**src/rtl/flash_cmd_seq_if.sv**
```systemverilog
// Host-request and instruction-queue signals of the flash command sequencer.
// The sequencer takes the slave side; the host/FIFO environment takes the master side.
interface flash_cmd_seq_if;
  logic        req_valid;
  logic        req_ready;
  logic [1:0]  req_op;
  logic [23:0] req_row;
  logic [15:0] req_col;
  logic        iq_full;
  logic        iq_wreq;
  logic [31:0] iq_wdata;
  logic        busy;
  logic        done;

  modport master (
    output req_valid, req_op, req_row, req_col, iq_full,
    input  req_ready, iq_wreq, iq_wdata, busy, done
  );

  modport slave (
    input  req_valid, req_op, req_row, req_col, iq_full,
    output req_ready, iq_wreq, iq_wdata, busy, done
  );
endinterface

```
**src/rtl/flash_cmd_seq.sv**
```systemverilog
// Expands one page-level host request into the ordered flash_ctrl mode instructions
// and pushes them into the instruction queue, one word per non-stalled cycle.
//   state | meaning
//   IDLE  | ready for a request, queue write inactive
//   EMIT  | presenting instruction 'step' of the latched request, writing when queue not full
module flash_cmd_seq #(
  parameter int PAGE_BYTES = 4320
) (
  input logic           clk,
  input logic           rst,
  flash_cmd_seq_if.slave bus
);

  localparam logic [2:0]  MODE_STBY = 3'd0;
  localparam logic [2:0]  MODE_CMD  = 3'd2;
  localparam logic [2:0]  MODE_ADDR = 3'd3;
  localparam logic [2:0]  MODE_DIN  = 3'd4;
  localparam logic [2:0]  MODE_DOUT = 3'd5;
  localparam logic [2:0]  MODE_WRB  = 3'd7;
  localparam logic [12:0] DATA_REP  = 13'(PAGE_BYTES - 1);

  localparam logic [1:0] OP_READ  = 2'd0;
  localparam logic [1:0] OP_PROG  = 2'd1;
  localparam logic [1:0] OP_ERASE = 2'd2;
  localparam logic [1:0] OP_RESET = 2'd3;

  typedef enum logic {IDLE, EMIT} state_t;

  state_t      state_q, state_d;
  logic [3:0]  step_q, step_d;
  logic [1:0]  op_q, op_d;
  logic [23:0] row_q, row_d;
  logic [15:0] col_q, col_d;
  logic        done_q, done_d;

  logic [2:0]  mode;
  logic [12:0] rep;
  logic [7:0]  byte_v;
  logic [3:0]  last_step;
  logic        accept;
  logic        wr_en;

  always_ff @(posedge clk or posedge rst) begin
    if (rst) begin
      state_q <= IDLE;
      step_q  <= '0;
      op_q    <= '0;
      row_q   <= '0;
      col_q   <= '0;
      done_q  <= 1'b0;
    end else begin
      state_q <= state_d;
      step_q  <= step_d;
      op_q    <= op_d;
      row_q   <= row_d;
      col_q   <= col_d;
      done_q  <= done_d;
    end
  end

  always_comb begin
    last_step = 4'd8;
    case (op_q)
      OP_ERASE: last_step = 4'd5;
      OP_RESET: last_step = 4'd1;
      default:  last_step = 4'd8;
    endcase
  end

  // Read and program share the five-cycle column/row address phase at steps 1..5.
  always_comb begin
    mode   = MODE_STBY;
    rep    = '0;
    byte_v = '0;
    case (op_q)
      OP_READ, OP_PROG: begin
        case (step_q)
          4'd0: begin mode = MODE_CMD;  byte_v = (op_q == OP_READ) ? 8'h00 : 8'h80; end
          4'd1: begin mode = MODE_ADDR; byte_v = col_q[7:0];   end
          4'd2: begin mode = MODE_ADDR; byte_v = col_q[15:8];  end
          4'd3: begin mode = MODE_ADDR; byte_v = row_q[7:0];   end
          4'd4: begin mode = MODE_ADDR; byte_v = row_q[15:8];  end
          4'd5: begin mode = MODE_ADDR; byte_v = row_q[23:16]; end
          4'd6: begin
            if (op_q == OP_READ) begin
              mode   = MODE_CMD;
              byte_v = 8'h30;
            end else begin
              mode = MODE_DIN;
              rep  = DATA_REP;
            end
          end
          4'd7: begin
            if (op_q == OP_READ) begin
              mode = MODE_WRB;
            end else begin
              mode   = MODE_CMD;
              byte_v = 8'h10;
            end
          end
          default: begin
            if (op_q == OP_READ) begin
              mode = MODE_DOUT;
              rep  = DATA_REP;
            end else begin
              mode = MODE_WRB;
            end
          end
        endcase
      end
      OP_ERASE: begin
        case (step_q)
          4'd0:    begin mode = MODE_CMD;  byte_v = 8'h60;        end
          4'd1:    begin mode = MODE_ADDR; byte_v = row_q[7:0];   end
          4'd2:    begin mode = MODE_ADDR; byte_v = row_q[15:8];  end
          4'd3:    begin mode = MODE_ADDR; byte_v = row_q[23:16]; end
          4'd4:    begin mode = MODE_CMD;  byte_v = 8'hD0;        end
          default: begin mode = MODE_WRB;                         end
        endcase
      end
      default: begin
        if (step_q == 4'd0) begin
          mode   = MODE_CMD;
          byte_v = 8'hFF;
        end else begin
          mode = MODE_WRB;
        end
      end
    endcase
  end

  assign accept = (state_q == IDLE) && bus.req_valid;
  assign wr_en  = (state_q == EMIT) && !bus.iq_full;

  always_comb begin
    state_d = state_q;
    step_d  = step_q;
    op_d    = op_q;
    row_d   = row_q;
    col_d   = col_q;
    done_d  = 1'b0;
    case (state_q)
      IDLE: begin
        if (accept) begin
          op_d    = bus.req_op;
          row_d   = bus.req_row;
          col_d   = bus.req_col;
          step_d  = '0;
          state_d = EMIT;
        end
      end
      default: begin
        if (wr_en) begin
          if (step_q == last_step) begin
            step_d  = '0;
            state_d = IDLE;
            done_d  = 1'b1;
          end else begin
            step_d = step_q + 4'd1;
          end
        end
      end
    endcase
  end

  assign bus.req_ready = (state_q == IDLE);
  assign bus.busy      = (state_q == EMIT);
  assign bus.done      = done_q;
  assign bus.iq_wreq   = wr_en;
  assign bus.iq_wdata  = (state_q == EMIT) ? {mode, rep, 8'h00, byte_v} : 32'h0;

endmodule

```
**src/flat_wrapper.sv**
```systemverilog
// flat-port wrapper written by rule: the top's interface ports become plain ports
module flash_cmd_seq_flat 
#(
  parameter int PAGE_BYTES = 4320
)
  (clk, rst, bus_req_valid, bus_req_op, bus_req_row, bus_req_col, bus_iq_full, bus_req_ready, bus_iq_wreq, bus_iq_wdata, bus_busy, bus_done);
  flash_cmd_seq_if bus_i ();
  input logic clk;
  input logic rst;
  input wire logic [$bits(bus_i.req_valid)-1:0] bus_req_valid;
  input wire logic [$bits(bus_i.req_op)-1:0] bus_req_op;
  input wire logic [$bits(bus_i.req_row)-1:0] bus_req_row;
  input wire logic [$bits(bus_i.req_col)-1:0] bus_req_col;
  input wire logic [$bits(bus_i.iq_full)-1:0] bus_iq_full;
  output wire logic [$bits(bus_i.req_ready)-1:0] bus_req_ready;
  output wire logic [$bits(bus_i.iq_wreq)-1:0] bus_iq_wreq;
  output wire logic [$bits(bus_i.iq_wdata)-1:0] bus_iq_wdata;
  output wire logic [$bits(bus_i.busy)-1:0] bus_busy;
  output wire logic [$bits(bus_i.done)-1:0] bus_done;
  assign bus_i.req_valid = bus_req_valid;
  assign bus_i.req_op = bus_req_op;
  assign bus_i.req_row = bus_req_row;
  assign bus_i.req_col = bus_req_col;
  assign bus_i.iq_full = bus_iq_full;
  assign bus_req_ready = bus_i.req_ready;
  assign bus_iq_wreq = bus_i.iq_wreq;
  assign bus_iq_wdata = bus_i.iq_wdata;
  assign bus_busy = bus_i.busy;
  assign bus_done = bus_i.done;
  flash_cmd_seq #(.PAGE_BYTES(PAGE_BYTES)) u_core (.clk(clk), .rst(rst), .bus(bus_i));
endmodule
```
**config.mk**
```make
export PLATFORM = sky130hd
export DESIGN_NAME = flash_cmd_seq_flat
export DESIGN_NICKNAME = d
export VERILOG_FILES = /design/src/rtl/flash_cmd_seq_if.sv /design/src/rtl/flash_cmd_seq.sv /design/src/flat_wrapper.sv
export SDC_FILE = /design/constraint.sdc
export NUM_CORES = 1
export LEC_CHECK = 0
export ABC_CLOCK_PERIOD_IN_PS = 2800
export BUFFER_PORTS_ARGS = -buffer_cell sky130_fd_sc_hd__clkbuf_2
export CAP_MARGIN = 20
export CORE_MARGIN = 4
export CORE_UTILIZATION = 45
export CTS_CLUSTER_SIZE = 28
export DETAILED_ROUTE_END_ITERATION = 16
export HOLD_SLACK_MARGIN = 0.08
export PLACE_DENSITY = 0.71
export SLEW_MARGIN = 10
export SYNTH_ARGS = -nofsm -noshare
export SYNTH_HDL_FRONTEND = slang
export SYNTH_SLANG_ARGS = --single-unit
```
**constraint.sdc**
```tcl
create_clock -name clk -period 2.8 [get_ports clk]
set_input_delay 0.14 -clock clk [delete_from_list [all_inputs] [get_ports clk]]
set_output_delay 0.14 -clock clk [all_outputs]
set_load 0.01 [all_outputs]
```
; ---- After elaboration in Yosys (flattened, before gate mapping)
; Cells that the tools add are included.
[totals]
mem_count = 0
inputBits = 46
elab_cells = 64
register_bits = 48
rom_bits = 0
ramBits = 0
out_inout_bits = 36
latch_bits = 0
[op_classes]
n_shift = 0
n_reduce_logical = 13
eq_ne = 12
addsub = 1
bitwise_logic = 1
multipliers = 0
n_div = 0
n_lt_le_gt_ge = 0
mux = 31
[ops]
columns = cell, n
row1 = 8-bit one-hot mux with 8 select lines, 1
row2 = 8-bit one-hot mux with 5 select lines, 1
row3 = 13-bit two-way mux, 3
row4 = 32-bit two-way mux, 1
row5 = 13-bit one-hot mux with 2 select lines, 1
row6 = 4-bit by 3-bit equality test with 1-bit output (second input constant), 4
row7 = 4-bit two-way mux, 4
row8 = 8-bit two-way mux, 2
row9 = 8-bit one-hot mux with 2 select lines, 1
row10 = 3-bit one-hot mux with 2 select lines, 2
row11 = 3-bit one-hot mux with 4 select lines, 1
row12 = 3-bit two-way mux, 3
row13 = 4-bit by 2-bit equality test with 1-bit output (second input constant), 2
row14 = 4-bit one-hot mux with 2 select lines, 1
row15 = 1-bit two-way mux, 7
row16 = 7-bit OR reduction, 1
row17 = 6-bit two-way mux, 1
row18 = 5-bit two-way mux, 1
row19 = 5-bit OR reduction, 1
row20 = 4-bit by 1-bit adder with 4-bit output (second input constant), 1
row21 = 2-bit equality test (second input constant), 2
row22 = 4-bit by 1-bit equality test with 1-bit output (second input constant), 1
row23 = 4-bit equality test, 1
row24 = 4-bit zero test, 1
row25 = other kinds (11), 14

; ---- Logic depth before layout (Yosys ltp)
; Gate-level depths: netlist of the first run.
[depth]
depth_word = 6
mapped_depth = 8
depth_no_buf = 6

; ---- Least setup slack after synthesis of the first run
; Ideal clock, no wire load.
[synth_timing]
kind = flip-flop to output port
startpoint = register u_core.step_q[0]
endpoint = output bus_iq_wdata[17]
path_buffers = 2
t_required_ns = 2.660
setup_slack_ns = 0.268
path_stages_with_launch = 8
arrival_time_ns = 2.392
cell_sequence = dfrtp_1 > inv_1 > ha_1 > clkbuf_1 > nor4_1 > o21ai_0 > a211oi_1 > buf_4
[synth_via]
elab_chain_cells = 5
word_cells_on_any_way = 12
cone_classes = eq/ne (7) / mux (3) / reduce/logical (2)
[synth_rtl]
columns = item, line_no
row1 = "start, declared", flash_cmd_seq.sv:30  ; logic [3:0] step_q, step_d;
row2 = "start signal, assigned", flash_cmd_seq.sv:53  ; step_q <= step_d;
row3 = 4-bit by 3-bit equality test with 1-bit output (tied with other cells), flash_cmd_seq.sv:77  ; case (step_q)
row4 = 7-bit OR reduction (no line), n/a
row5 = 13-bit one-hot mux with 2 select lines (*), flash_cmd_seq.sv:77
row6 = 13-bit two-way mux (*), flash_cmd_seq.sv:75  ; case (op_q)
row7 = 32-bit two-way mux (*), flash_cmd_seq.sv:170  ; assign bus.iq_wdata = (state_q == EMIT) ? {mode, rep, 8'h00, byte_v} : 32'h0;
row8 = "end, declared", flat_wrapper.sv:17  ; output wire logic [$bits(bus_i.iq_wdata)-1:0] bus_iq_wdata;
; Every way passes the cells marked *; elsewhere a longest branch is shown, timed or not.

; ---- Final worst setup path of the first run
[layout_timing]
startpoint = register u_core.step_q[0]
endpoint = output bus_iq_wdata[18]
; Same word-level chain as after synthesis.

==> results of run 1 <==
final cells by class:
cell class                 instances  share of cell area (%)
clock buffer                       8                    2.51
tap                               75                    2.61
timing repair buffer             112                    21.7
multi-input combinational        188                    38.8
inverter                           8                   0.837
sequential                        48                    33.5
synthesized netlist by cell type, drive strengths merged:
cell type,n
ha,4
o31ai,2
o22ai,2
and2,2
clkbuf,10
a22oi,12
dfrtp,48
a222oi,6
o2bb2ai,2
nor4,1
a221oi,4
or4,1
a31oi,3
o221ai,1
a21oi,20
inv,8
nor2b,4
or2,1
nor3b,1
buf,30
nand3b,1
nor2,8
xnor2,1
a21o,2
nor3,9
a31o,1
a22o,1
o41ai,1
nand3,4
nand2b,3
a211oi,8
or4b,1
o311a,1
a311oi,3
o21ai,8
conb,1
nand2,15
mux2,41
or4bb,1
state kept, by name (all words and copies together) (netlist names):
| register | count |
|---|---|
| u_core.step_q | 4 |
| u_core.bus.busy | 1 |
| u_core.bus.done | 1 |
| u_core.col_q | 16 |
| u_core.row_q | 24 |
| u_core.op_q | 2 |
metal layers:
metal | vias to the layer above | track usage [%]
met5 | - | 0
met4 | 0 | 4.25
met3 | 8 | 3.69
met2 | 118 | 29.1
met1 | 1169 | 26.7
li1 | 1154 | -
worst reg2reg max path, stage by stage, from the launching register on:
cell,delay (ns)
dfrtp_1,0.68
or4bb_1,0.59
o221ai_2,0.28
o22ai_1,0.14
a21o_1,0.20
worst max-delay path by stage:
stage | startpoint | to | slack [ns]
2_1_floorplan | u_core.step_q[0] | bus_iq_wdata[17] | 0.27
3_3_place_gp | u_core.step_q[1] | bus_iq_wdata[3] | 0.46
3_5_place_dp | u_core.step_q[1] | bus_iq_wdata[3] | 0.36
4_1_cts | u_core.step_q[1] | bus_iq_wdata[3] | 0.04
5_1_grt | u_core.step_q[0] | bus_iq_wdata[0] | -0.0003
6_report | u_core.step_q[0] | bus_iq_wdata[18] | 0.16
logic make-up (layout without fill, tap and decap cells):
family / Yosys count / after routing / share of synthesized area, %
xor gates and xnor gates: 1 / 1 / 0.313
adders and majority gates: 4 / 4 / 1.79
and+or+nand+nor: 52 / 52 / 9.56
DFF: 48 / 48 / 42.9
muxes: 41 / 41 / 16.5
AOI/OAI and AO/OA: 77 / 77 / 19.3
buffers and inverters: 48 / 128 / 9.47
other: 1 / 13 / 0.134
timing repair:
| action | in CTS | in global routing |
|---|---|---|
| resized for setup | 0 | 3 |
| endpoints found under the setup margin | 0 | 17 |
| hold endpoints to repair | 38 | 15 |
| hold buffers | 38 | 1 |
report_power, final:
| group | total, W | internal (W) | switching, W | leakage (nW) |
|---|---|---|---|---|
| Clock | 0.000417 | 0.000202 | 0.000216 | 0.0455 |
| Sequential | 0.00139 | 0.00103 | 0.000364 | 0.585 |
| Combinational | 0.00216 | 0.000988 | 0.00117 | 1.00 |
| Total | 0.00397 | 0.00222 | 0.00175 | 1.63 |
through the flow:
stage | area, sq um | power (W)
after floorplan | 2850 | 0.00289
after global placement | 3080 | 0.00343
after detailed placement | 3080 | 0.00349
after CTS | 3550 | 0.00396
after global routing | 3590 | 0.00430
final | 3590 | 0.00397
==> flow_summary.yaml, run 1 <==
sta:
  period_share_pct: 94.2
  setup_tns_ns: 0
  period_needed_ns: 2.64
  slew_violations: 0
  timing.fmax_mhz: 379
  worst_slack_ns: 0.163
  maxSlewHeadroom_pct: 53.5
  finalClockSkew_ns: 0.00603
  worst_hold_slack_ns: 0.0821
  worst_slew_pin_slew_ns: 0.692
  hold_violations: 0
  report.final.setup_viol: 0
synthesis:
  syn-cell-area_sq_um: 2800
  synth.largest_area_cell: "dfrtp_1"
  synth_area_leaders: "dfrtp_1, mux2_1, mux2_2"
  synth_top_cell_area_share_pct: 42.9
  syn_area_per_cell_sq_um: 10.3
  ys_warn_count: 0
  syn_inst: 272
  synth_seq_cells: 48
  yosysSeqAreaShare_pct: 42.9
  yosysUniqueCellTypes: 43
global_routing:
  grt_pass1_wl_um: 11300
  overflow: 0
  grt_pass1_vias: 2318
  antenna_found_initial: 0
  globalRouteTotalUtil_pct: 18.6
  grt_max_degree: 49
job:
  cap_violations: 0
layout:
  mostFrequentLayoutCells: "clkbuf_2, dfrtp_1, dlygate4sd3_1"
  area_growth_pct: 28.2
  final_cells: 439
  regArea_sq_um: 1200
  num-nets-final: 413
  antenna_cells: 0
  drive_gt1_share_pct: 28.0
  final_common_cell: "clkbuf_2"
  fill_cells: 481
  utilization_pct: 59.9
  multiInputGateArea_sq_um: 1390
cts:
  clk_pin_slew_ns: 0.08
  clockRootBuffer: "clkbuf_8"
  post_cts_buffers: 0
  h-tree-depth: 2
  cts_tree: "done"
  cts_made_buffers: 5
  clockBufferDepth: 2
  cts.sinks: 48
  worstSkewPairLatency_ns: 0.30
pwr:
  ir_drop_v: 0.000593
  power.density_nw_per_um2: 1110
  p_leak_nw: 1.63
place:
  preCtsSetupSlack_ns: 0.356
  port_buffers: 68
  routabilityCongestion: 0.867
  hpwl_um: 4500
  placed_cells: 391
critical_path:
  cp_max_fo: 16
  r2r_start: "u_core.op_q[1]"
  crit_family: "flip-flops"
  crit_slowest_cell: "dfrtp_1"
  cp_data_arrival_time_ns: 2.50
  rrSetupSlack_ns: 0.81
  cp_num_cells: 7
  worstPathCellList: "inv_1 > ha_1 > nor4_1 > o21ai_0 > a211oi_1 > buf_4 > clkbuf_2"
  worstPathRequired_ns: 2.66
  timing.critical_path.to_type: "primary output"
  path_buf_inv: 3
  r2r_cells: 4
  critPathKind: "reg2out"
  reg2reg_to: "u_core.step_q[2]"
  setup.worst_path.start_class: "flop"
  max_stage_delay_ns: 0.49
drt:
  dr.pass1.iters: 5
  wl_um: 6870
  dr_wl_met2_um: 3260
  vias: 2449
  met1_length_um: 2980
  drtAntennaViolNets: 0
  drt_iter0_drc: 332
  avgRoutedWirePerCell_um: 15.6
  top_layer_used: "met4"
  drc: 0
  wl_met3_um: 554
  vias_per_cell: 5.58
floorplanning:
  initial_utilization_pct: 46.7
  core_area_sq_um: 5990
  num_io_pins: 82
  die_w_um: 86.9
  rows: 28
  die_h_um: 86.9
  design.die.area_sq_um: 7550
run_status:
  status: "completed"
hold_path:
  min_path_cells: 2
  min_from: "bus_req_row[5]"
  whs_endpoint: "u_core.row_q[5]"
  hold_class: "in2reg"
No activity file was read; power rests on OpenSTA's default activity.
==> run 2: changes to the inputs <==
ABC_CLOCK_PERIOD_IN_PS = 2600   (was 2800)
CTS_CLUSTER_SIZE = 30   (was 28)
clock period = 2.6 ns   (was 2.8 ns; I/O delays follow)
==> flow_summary.yaml, run 2 (synthesis gave the netlist of run 1 again) <==
run_status:
  status: "completed"
pwr:
  p_leak_nw: 1.69
  switching_share_pct: 44.4
  clkPwrFrac_pct: 10.2
  p_sw_w: 0.00195
  p_comb_share_pct: 56.6
  power.density_nw_per_um2: 1180
  ir_drop_v: 0.000888
  p_seq_share_pct: 33.2
  power.internal_w: 0.00244
sta:
  finalClockSkew_ns: 0.00791
  hold_violations: 0
  timing.fmax_mhz: 411
  slew_violations: 0
  maxSlewHeadroom_pct: 58.3
  setup_tns_ns: 0
  report.final.setup_viol: 0
  rsz0062_at_grt: "no"
  period_needed_ns: 2.43
  worst_slew_pin_slew_ns: 0.621
  worst_hold_slack_ns: 0.186
  period_share_pct: 93.6
floorplanning:
  core_area_sq_um: 5990
  design.die.area_sq_um: 7550
  initial_utilization_pct: 46.7
  die_w_um: 86.9
  die_h_um: 86.9
  rows: 28
  num_io_pins: 82
drt:
  vias: 2510
  drc: 0
  drtAntennaViolNets: 0
  vias_per_cell: 5.58
  wl_um: 7110
  dr.pass1.iters: 5
  avgRoutedWirePerCell_um: 15.8
  drt_iter0_drc: 321
layout:
  num-nets-final: 424
  antenna_cells: 0
  top_regs: "u_core.row_q (24), u_core.col_q (16), u_core.step_q (4)"
  drive_gt1_share_pct: 29.6
  mostFrequentLayoutCells: "clkbuf_2, dfrtp_1, dlygate4sd3_1"
  top_register: "u_core.row_q"
  largest_reg_flops: 24
  fill_cells: 496
  final_common_cell: "clkbuf_2"
  area_growth_pct: 32.6
critical_path:
  critPathKind: "reg2out"
  timing.critical_path.to_type: "primary output"
  crit_slowest_cell: "dfrtp_2"
  cp_max_fo: 16
  path_buf_inv: 2
  setup.worst_path.start_class: "flop"
  cp_data_arrival_time_ns: 2.30
  crit_family: "compound AO/OA/AOI/OAI gates"
  max_stage_delay_ns: 0.48
  worstPathCellList: "inv_1 > ha_2 > nand2b_1 > a21oi_1 > o21ai_1 > a221oi_1 > clkbuf_2"
  worstPathRequired_ns: 2.47
job:
  cap_violations: 0
cts:
  worstSkewPairLatency_ns: 0.30
  clockBufferDepth: 2
  cts.sinks: 48
  clockRootBuffer: "clkbuf_8"
  cts_tree: "done"
  clk_pin_slew_ns: 0.08
  h-tree-depth: 2
  cts_made_buffers: 5
global_routing:
  grt_pass1_vias: 2398
  grt_max_degree: 49
  overflow: 0
  grt_pass1_wl_um: 11700
  globalRouteTotalUtil_pct: 19.4
  antenna_found_initial: 0
place:
  port_buffers: 68
  routabilityCongestion: 0.824
  hpwl_um: 4650
hold_path:
  hold_class: "in2reg"
==> run 2: worst min-delay path, cell delays in order <==
cell and delay (ns):
clkbuf_2 0.08, nor2b_1 0.08, and2_1 0.16
==> run 2: area by class of cell <==
class | instances | area, sq um | area share (%)
Clock inverter | 2 | 16.3 | 0.438
Multi-Input combinational cell | 188 | 1410 | 38.0
Inverter | 8 | 30.0 | 0.809
Clock buffer | 6 | 72.6 | 1.95
Tap cell | 75 | 93.8 | 2.53
Timing Repair Buffer | 123 | 888 | 23.9
Sequential cell | 48 | 1200 | 32.4
==> run 2: timing repair <==
item	4_1_cts	5_1_grt
buffers inserted	0	0
setup endpoints to repair	5	10
endpoints found under the hold margin	82	0
gates resized for setup	3	3
hold buffers	44	0
==> run 2: power groups by stage <==
stage,Clock [W],Combinational [W],Sequential (W)
final,0.000450,0.00249,0.00146
after global routing,0.000498,0.00276,0.00151
after CTS,0.000463,0.00245,0.00145
after detailed placement,0,0.00237,0.00146
after global placement,0,0.00233,0.00145
after floorplan,0,0.00180,0.00132
==> run 2: worst paths after layout <==
| path | startpoint | endpoint | slack [ns] | depth (start not counted) |
|---|---|---|---|---|
| setup / recovery | u_core.step_q[0] | bus_iq_wdata[0] | 0.17 | 7 |
| hold / removal | bus_iq_full | u_core.bus.done | 0.19 | 3 |
| setup reg to reg | u_core.step_q[2] | u_core.step_q[2] | 0.66 | 4 |
| hold reg to reg | u_core.col_q[1] | u_core.col_q[1] | 0.50 | 1 |
| max in group asynchronous | rst | u_core.step_q[0] | 1.81 | 4 |
| min in group asynchronous | rst | u_core.col_q[4] | 0.29 | 3 |
==> run 2: per-layer routing <==
layer,routed length (um),vias to the layer above,GRT usage [%]
li1,-,1179,-
met1,3030,1202,26.2
met2,3420,115,31.1
met3,523,14,4.54
met4,137,0,5.67
met5,0,-,0
==> run 2: through the flow <==
| step | worst slack [ns] | instance area [sq um] | total power [W] | cells | util [%] |
|---|---|---|---|---|---|
| CTS | 0.134 | 3680 | 0.00436 | 449 | 61.4 |
| global route | 0.0117 | 3710 | 0.00476 | 450 | 62.0 |
| floorplan | 0.0775 | 2850 | 0.00311 | 284 | - |
| finish | 0.166 | 3710 | 0.00440 | 450 | 62.0 |
| global placement | 0.311 | 3140 | 0.00378 | 397 | 52.4 |
| detailed placement | 0.196 | 3140 | 0.00383 | 397 | 52.4 |
==> run 3: changes to the inputs <==
CELL_PAD_IN_SITES_DETAIL_PLACEMENT = 0   (was default)
CELL_PAD_IN_SITES_GLOBAL_PLACEMENT = 1   (was default)
CORE_UTILIZATION = 39   (was 45)
PLACE_DENSITY = default   (was 0.71)
PLACE_DENSITY_LB_ADDON = 0.1   (was default)
==> flow_summary.yaml, run 3 (synthesis gave the netlist of run 1 again) <==
critical_path:
  r2r_start: "u_core.step_q[3]"
  rrSetupSlack_ns: 0.56
  worstPathCellList: "inv_1 > ha_2 > buf_4 > nor4_2 > o21ai_0 > a211oi_2 > buf_4 > clkbuf_2"
  max_stage_delay_ns: 0.46
  reg2reg_to: "u_core.step_q[2]"
  setup.worst_path.start_class: "flop"
  cp_max_fo: 11
  r2r_cells: 4
  crit_family: "buffers and inverters"
  cp_data_arrival_time_ns: 2.24
  critPathKind: "reg2out"
  crit_slowest_cell: "dfrtp_2"
  crit_top_cell: "buf_4"
  path_buf_inv: 4
  worstPathRequired_ns: 2.47
  timing.critical_path.to_type: "primary output"
cts:
  worstSkewPairLatency_ns: 0.30
  cts.sinks: 48
  cts_made_buffers: 5
  clockBufferDepth: 2
  post_cts_buffers: 0
  clk_pin_slew_ns: 0.09
  h-tree-depth: 2
  cts_tree: "done"
  clockRootBuffer: "clkbuf_8"
hold_path:
  min_path_cells: 3
  hold_class: "in2reg"
  whs_endpoint: "u_core.bus.done"
  min_from: "bus_iq_full"
layout:
  top_regs: "u_core.row_q (24), u_core.col_q (16), u_core.step_q (4)"
  final_cells: 472
  mostFrequentLayoutCells: "clkbuf_2, dfrtp_1, dlygate4sd3_1"
  num-nets-final: 426
  utilization_pct: 54.7
  largest_reg_flops: 24
  antenna_cells: 0
  final_common_cell: "clkbuf_2"
  drive_gt1_share_pct: 30.9
  fill_cells: 651
  area_growth_pct: 34.2
  top_register: "u_core.row_q"
place:
  placed_cells: 420
  preCtsSetupSlack_ns: 0.283
  port_buffers: 68
  routabilityCongestion: 0.767
  hpwl_um: 4780
floorplanning:
  core_area_sq_um: 6870
  rows: 30
  die_h_um: 92.7
  die_w_um: 92.7
  num_io_pins: 82
  initial_utilization_pct: 40.8
  design.die.area_sq_um: 8600
sta:
  rsz0062_at_grt: "no"
  slew_violations: 0
  finalClockSkew_ns: 0.00827
  hold_violations: 0
  period_share_pct: 91.0
  worst_slew_pin_slew_ns: 0.687
  setup_tns_ns: 0
  report.final.setup_viol: 0
  worst_slack_ns: 0.235
  period_needed_ns: 2.37
  maxSlewHeadroom_pct: 54.1
  timing.fmax_mhz: 423
drt:
  drt_iter0_drc: 195
  dr.pass1.iters: 5
  vias_per_cell: 5.17
  drtAntennaViolNets: 0
  vias: 2439
  avgRoutedWirePerCell_um: 15.4
  drc: 0
  wl_um: 7270
pwr:
  ir_drop_v: 0.000490
  p_leak_nw: 1.70
  p_total_w: 0.00443
  power.density_nw_per_um2: 1180
job:
  cap_violations: 0
global_routing:
  grt_pass1_wl_um: 12400
  antenna_found_initial: 0
  grt_max_degree: 49
  globalRouteTotalUtil_pct: 18.0
  grt_pass1_vias: 2477
  overflow: 0
run_status:
  status: "completed"
## run 3: changes by cell type in the layout (fill, tap and decap cells not counted)
cell / change
o21ai_1: -1
dfrtp_2: +1
a211oi_1: -1
a211oi_2: +1
dfrtp_1: -1
clkbuf_1: -1
o21ai_2: +1
clkinv_4: -1
clkinv_2: +1
buf_4: +2
## run 3: what timing repair did
action / 4_1_cts / 5_1_grt
endpoints found under the hold margin: 43 / 20
hold buffers: 43 / 1
resized for setup: 2 / 7
setup endpoints to repair: 15 / 18
pin swaps: 0 / 1
## run 3: per-stage QoR
step                hold slack (ns)  cell area [sq um]
floorplan                     0.247               2850
global placement              0.342               3180
detailed placement            0.350               3180
CTS                          0.0907               3700
global route                  0.206               3760
finish                        0.192               3760
## run 3: cell type report
type,count,area (sq um),area share (%)
clock buffers,5,68.8,1.83
clock inverters,2,12.5,0.333
repair buffers,125,903,24.0
flip-flops and latches,48,1200,32.0
inverters,8,30.0,0.799
well taps,96,120,3.20
multi-input cells,188,1420,37.8
## run 3: routing by layer
| metal | up-vias | share of wire, % | track usage (%) | wire [um] |
|---|---|---|---|---|
| met2 | 84 | 47 | 28.2 | 3450 |
| met5 | - | 0 | 0 | 0 |
| met1 | 1163 | 46 | 25.5 | 3350 |
| li1 | 1190 | - | - | - |
| met3 | 2 | 5.9 | 3.09 | 429 |
| met4 | 0 | 0.48 | 5.01 | 35 |
## run 3: power by group
| part | total, W | internal, W | switching [W] | leakage (nW) |
|---|---|---|---|---|
| logic | 0.00253 | 0.00118 | 0.00135 | 1.07 |
| registers | 0.00147 | 0.00111 | 0.000360 | 0.583 |
| clock network | 0.000430 | 0.000183 | 0.000247 | 0.0400 |
| total | 0.00443 | 0.00247 | 0.00196 | 1.70 |
## run 3: worst min-delay path, stage by stage
cell and delay, ns:
clkbuf_2 0.07, nor2b_1 0.08, and2_1 0.16
## run 3: worst max path at each step
stage | from | to | cells past startpoint
2_1_floorplan | u_core.step_q[0] | bus_iq_wdata[17] | 7
3_3_place_gp | u_core.step_q[1] | bus_iq_wdata[6] | 5
4_1_cts | u_core.step_q[0] | bus_iq_wdata[20] | 8
3_5_place_dp | u_core.step_q[1] | bus_iq_wdata[6] | 5
6_report | u_core.step_q[0] | bus_iq_wdata[19] | 8
5_1_grt | u_core.step_q[3] | bus_iq_wdata[0] | 4
